`config.mk`:
```
export PLATFORM = sky130hd
export DESIGN_NAME = alu_op_sequencer
export DESIGN_NICKNAME = d
export VERILOG_FILES = /design/src/rtl/alu_op_sequencer.sv
export SDC_FILE = /design/constraint.sdc
export NUM_CORES = 1
export LEC_CHECK = 0
export ABC_AREA = 1
export CAP_MARGIN = 5
export CORE_MARGIN = 2
export CORE_UTILIZATION = 40
export CTS_BUF_LIST = sky130_fd_sc_hd__clkbuf_2 sky130_fd_sc_hd__clkbuf_4 sky130_fd_sc_hd__clkbuf_8
export DETAILED_ROUTE_END_ITERATION = 8
export PLACE_DENSITY = 0.8
export SYNTH_ARGS = -nofsm -noshare
export SYNTH_HDL_FRONTEND = slang
export SYNTH_SLANG_ARGS = --single-unit
```
`constraint.sdc`:
```
create_clock -name clock -period 1.3 [get_ports clock]
set_clock_uncertainty 0.1 [all_clocks]
set_input_delay 0.26 -clock clock [delete_from_list [all_inputs] [get_ports clock]]
set_output_delay 0.26 -clock clock [all_outputs]
set_load 0.05 [all_outputs]
```
`src/rtl/alu_op_sequencer.sv`:
```
// Control-unit slice that steps one ALU instruction through bus register transfers:
// load Y, execute into Z, write Z low (and high for MUL/DIV) back, then pulse done.
module alu_op_sequencer #(
  parameter int MULDIV_CYCLES = 4
) (
  input  logic       clock,
  input  logic       clear,
  input  logic       start,
  input  logic [3:0] opcode,
  output logic       ready,
  output logic       src_a_out,
  output logic       y_in,
  output logic       src_b_out,
  output logic [3:0] alu_op,
  output logic       alu_en,
  output logic       z_in,
  output logic       zlo_out,
  output logic       zhi_out,
  output logic       dest_lo_in,
  output logic       dest_hi_in,
  output logic       done,
  output logic       err
);

  typedef enum logic [2:0] {
    S_IDLE,
    S_LOAD_Y,
    S_EXEC,
    S_WR_LO,
    S_WR_HI,
    S_DONE,
    S_ERR
  } state_t;

  localparam logic [3:0] OP_NEG      = 4'd2;
  localparam logic [3:0] OP_NOT      = 4'd3;
  localparam logic [3:0] OP_MUL      = 4'd6;
  localparam logic [3:0] OP_DIV      = 4'd7;
  localparam logic [3:0] OP_LAST_OK  = 4'd12;
  localparam logic [3:0] EXEC_LAST   = 4'(MULDIV_CYCLES - 1);

  state_t     state;
  state_t     state_nxt;
  logic [3:0] count;
  logic [3:0] op_q;
  logic       is_muldiv;
  logic       is_unary;
  logic       exec_final;

  assign is_muldiv  = (op_q == OP_MUL) || (op_q == OP_DIV);
  assign is_unary   = (op_q == OP_NEG) || (op_q == OP_NOT);
  assign exec_final = !is_muldiv || (count == EXEC_LAST);

  // count sits at zero outside EXEC, so it starts from 0 on every EXEC entry
  always_ff @(posedge clock) begin
    if (!clear) begin
      state <= S_IDLE;
      count <= 4'd0;
      op_q  <= 4'd0;
    end else begin
      state <= state_nxt;
      if (state == S_IDLE && start)
        op_q <= opcode;
      if (state == S_EXEC)
        count <= count + 4'd1;
      else
        count <= 4'd0;
    end
  end

  always_comb begin
    state_nxt = state;
    case (state)
      S_IDLE: begin
        if (start)
          state_nxt = (opcode > OP_LAST_OK) ? S_ERR : S_LOAD_Y;
      end
      S_LOAD_Y: state_nxt = S_EXEC;
      S_EXEC:   if (exec_final) state_nxt = S_WR_LO;
      S_WR_LO:  state_nxt = is_muldiv ? S_WR_HI : S_DONE;
      S_WR_HI:  state_nxt = S_DONE;
      S_DONE:   state_nxt = S_IDLE;
      S_ERR:    state_nxt = S_IDLE;
      default:  state_nxt = S_IDLE;
    endcase
  end

  // Moore outputs: everything decodes from the registered state and latched opcode
  always_comb begin
    ready      = 1'b0;
    src_a_out  = 1'b0;
    y_in       = 1'b0;
    src_b_out  = 1'b0;
    alu_op     = 4'd0;
    alu_en     = 1'b0;
    z_in       = 1'b0;
    zlo_out    = 1'b0;
    zhi_out    = 1'b0;
    dest_lo_in = 1'b0;
    dest_hi_in = 1'b0;
    done       = 1'b0;
    err        = 1'b0;
    case (state)
      S_IDLE:   ready = 1'b1;
      S_LOAD_Y: begin
        src_a_out = 1'b1;
        y_in      = 1'b1;
      end
      S_EXEC: begin
        alu_en    = 1'b1;
        alu_op    = op_q;
        src_b_out = !is_unary;
        z_in      = exec_final;
      end
      S_WR_LO: begin
        zlo_out    = 1'b1;
        dest_lo_in = 1'b1;
      end
      S_WR_HI: begin
        zhi_out    = 1'b1;
        dest_hi_in = 1'b1;
      end
      S_DONE:   done = 1'b1;
      S_ERR:    err  = 1'b1;
      default:  ready = 1'b0;
    endcase
  end

endmodule

```
==> metrics.yaml, run 1 <==
status: "did not finish"
haltStage: "clock tree synthesis"
error: "[ERROR DPL-0033] detailed placement checks failed during check placement."
syn_area_um2: 599
synthAdderAreaFrac: 0.0209
yosys.area_share.simple: 0.322
synth_enable_flop_cells: 0
start_util: 0.444
post_cts_resized: 12
ys_seq_area_frac: 0.367
synth_flop_cell: "dfxtp_1"
postCtsHoldBufs: 0
synth_mux_area_frac: 0
numCtsBuffers: 3
cts_root_buf: "clkbuf_4"
synth.area.top_cells: "dfxtp_1 37%, inv_1 11%, nand2_1 9.4%, nor2_1 6.9%, a21oi_1 6.7%"
synth_compound_area_frac: 0.140
dp_hpwl_um: 1580
io_buffers: 22
clock_sinks: 11
dp_slack_ps: -220
die_w_um: 42.7
rows: 13
synth_xor_area_frac: 0
synth_nets: 98
clockBufferDepth: 2
synth_area_per_cell_um2: 6.66
post_cts_buffers: 4
synth_top_cell_area_share: 0.367
ys_warn_count: 0
yosysUniqueCellTypes: 20
die_h_um: 42.7
yosys.area.top_type: "dfxtp_1"
place_congestion: 0.792
num_io_pins: 23
ctsHtreeMaxLevel: 1
synthTopCellsByCount: "17 x inv_1, 15 x nand2_1, 11 x dfxtp_1, 11 x nor2_1, 8 x a21oi_1"
synth_top_family_by_area: "simple AND/OR/NAND/NOR gates"
synthMostInstantiatedCell: "inv_1"
ys_ff_latch: 11
async_flop_share: 0
syn_inst: 90
[kinds of logic after synthesis]
| family | after synthesis |
|---|---|
| compound gates | 16 |
| fa+ha+maj | 1 |
| buf+inv | 21 |
| flops | 11 |
| simple gates | 41 |
[per-stage QoR]
stage | std cells | hold slack, ps | cell area [um2]
after floorplan | 90 | 291 | 751
after global placement | 137 | 387 | 1230
after detailed placement | 137 | 406 | 1230
==> run 2, diff against run 1 <==
==> config.mk (replaced) <==
export PLATFORM = sky130hd
export DESIGN_NAME = alu_op_sequencer
export DESIGN_NICKNAME = d
export VERILOG_FILES = /design/src/rtl/alu_op_sequencer.sv
export SDC_FILE = /design/constraint.sdc
export NUM_CORES = 1
export LEC_CHECK = 0
export ABC_AREA = 1
export CAP_MARGIN = 5
export CORE_AREA = 2 2 63 65
export DETAILED_ROUTE_END_ITERATION = 8
export DIE_AREA = 0 0 65 67
export PLACE_DENSITY_LB_ADDON = 0.15
export SYNTH_ARGS = -nofsm -noshare
export SYNTH_HDL_FRONTEND = slang
export SYNTH_SLANG_ARGS = --single-unit
==> constraint.sdc (replaced) <==
create_clock -name clock -period 1.7 [get_ports clock]
set_clock_uncertainty 0.1 [all_clocks]
set_input_delay 0.34 -clock clock [delete_from_list [all_inputs] [get_ports clock]]
set_output_delay 0.34 -clock clock [all_outputs]
set_load 0.05 [all_outputs]
==> metrics.yaml, run 2 <==
status: "completed"  # was did not finish
leakage_nw: 0.479
antenna_left: 0
syn_area_um2: 599  # unchanged
die_w_um: 65  # was 42.7 um
synth_nets: 98  # unchanged
rows: 22  # was 13
syn_inst: 90  # unchanged
io_buffers: 22  # unchanged
num_io_pins: 23  # unchanged
synth_flop_cell: "dfxtp_1"  # unchanged
hold_class: "reg -> reg"
post_drt_via_cell_ratio: 3.86
worstPathMaxFanout: 5
synth_area_per_cell_um2: 6.66  # unchanged
synthMostInstantiatedCell: "inv_1"  # unchanged
synth_top_cell_area_share: 0.367  # unchanged
start_util: 0.166  # was 0.444
dp_cells: 161  # was 137
clk_pin_slew_ps: 50
clock_sinks: 11  # unchanged
dieArea_um2: 4360
finalCritPeriodShare: 0.977
synth_enable_flop_cells: 0  # unchanged
layout_common_cells: "16 x buf_12, 14 x nand2_1, 12 x inv_1, 8 x dfxtp_1, 7 x a21oi_1"
routed_wl_um: 1490
post_cts_buffers: 0  # was 4
overflow: 0
ys_warn_count: 0  # unchanged
dp_hpwl_um: 1250  # was 1580 um
grt_pass1_vias: 573
peakVddDrop_mv: 0.900
crit_chain: "buf_4, nor2_2, nand2_1, inv_2, buf_12"
antenna_cells: 0
synthTopCellsByCount: "17 x inv_1, 15 x nand2_1, 11 x dfxtp_1, 11 x nor2_1, 8 x a21oi_1"  # unchanged
drtPass1Iterations: 4
final_cell_count_no_fill: 165
crit_path_start_kind: "flop"
clockBufferDepth: 2  # unchanged
timing.fmax_mhz: 602
async_flop_share: 0  # unchanged
drive_gt1_frac: 0.436
area_delta_synth_final_pct: 97.3
crit_path_max_incr_delay_ps: 310
crit_type: "reg -> out"
nets: 126
cts_tree: "yes"
die_h_um: 67  # was 42.7 um
grt_max_degree: 9
grt_usage: 0.0738
ys_seq_area_frac: 0.367  # unchanged
numCtsBuffers: 3  # unchanged
rsz0062_at_grt: "yes"
mostFrequentLayoutCell: "buf_12"
powerDensity_nw_per_um2: 1460
cts_root_buf: "clkbuf_8"  # was clkbuf_4
antenna_found_initial: 0
worst_slew_pin_slew_ps: 357
cap_violations: 0
via_count: 637
yosys.area.top_type: "dfxtp_1"  # unchanged
ctsHtreeMaxLevel: 1  # unchanged
place_congestion: 0.798  # was 0.792
tns_ps: 0
post-route-drc-count: 0
yosysUniqueCellTypes: 20  # unchanged
postCtsHoldBufs: 0  # unchanged
core_area_um2: 3610
setup_viol: 0
wl_per_cell_um: 9.04
worst_path_max_delay_cell: "dfxtp_1"
cp.required_ps: 1260
first_iter_violations: 8
finalHoldViolations: 0
period_needed_ps: 1660
relSlewSlack: 0.760
final_max_slew_viol_count: 0
synth.area.top_cells: "dfxtp_1 37%, inv_1 11%, nand2_1 9.4%, nor2_1 6.9%, a21oi_1 6.7%"  # unchanged
grt_pass1_wl_um: 2490
top_regs: "count x4, op_q x4, state x3"
critPathCaptureType: "output pin"
clk-insertion-delay-late_ps: 230
ys_ff_latch: 11  # unchanged
worst_ep_arrival_time_ps: 1220
==> run 2: worst paths after layout <==
| path | from | to | slack, ps | cells past startpoint |
|---|---|---|---|---|
| hold / removal | count[0]$_SDFF_PN0_ | count[0]$_SDFF_PN0_ | 320 | 1 |
| setup / recovery | state[0]$_SDFFE_PN0P_ | ready | 40 | 5 |
| setup reg to reg | state[0]$_SDFFE_PN0P_ | state[0]$_SDFFE_PN0P_ | 260 | 8 |
| hold reg to reg | count[0]$_SDFF_PN0_ | count[0]$_SDFF_PN0_ | 320 | 1 |
==> run 2: area by class of cell <==
class                           instances  area [um2]
Timing Repair Buffer                   26         414
Fill cell                             385        2420
Clock buffer                            4        45.0
Inverter                               18        67.6
Multi-Input combinational cell         58         369
Tap cell                               48        60.1
Sequential cell                        11         226
==> run 2: worst max-delay path, delay by kind of cell (launching register included) <==
kind                   cells  cell delay [ps]
and+or+nand+nor            2              280
DFF                        1              310
buffers and inverters      3              400
==> run 2: what timing repair did <==
action,4_1_cts,5_1_grt
pin swaps,1,2
endpoints found under the hold margin,0,0
gates resized for setup,9,12
endpoints found under the setup margin,9,9
==> run 2: layer usage <==
metal  GRT usage  routed length (um)  part of all wire
met1      0.0841                 642              0.43
met2       0.130                 742              0.50
met3      0.0287                  93             0.062
met4      0.0160                  13            0.0087
met5           0                   0                 0
==> run 2: cell families (layout without fill, tap and decap cells) <==
group,after synthesis,count (layout),synth area share
flip-flops,11,11,0.367
adder cells (fa/ha/maj),1,1,0.0209
buffers and inverters,21,48,0.150
AND/OR/NAND/NOR,41,41,0.322
AO/OA/AOI/OAI,16,16,0.140
==> run 2: report_power, final <==
group | total (mW) | switching [mW] | internal, mW
Clock | 0.254 | 0.0900 | 0.164
Sequential | 0.357 | 0.0425 | 0.314
Combinational | 1.11 | 0.638 | 0.477
==> run 2: stage by stage <==
step           cell area (um2)  hold slack (ps)  setup slack, ps  utilization  power [mW]
2_1_floorplan              624              318             -324            -       0.937
3_3_place_gp              1070              333              179        0.297        1.41
3_5_place_dp              1070              347              154        0.297        1.41
4_1_cts                   1140              361             5.70        0.317        1.70
5_1_grt                   1180              335            -21.5        0.328        1.82
6_report                  1180              317             38.3        0.328        1.73
Note: power is estimated with default switching activity, not from simulation.
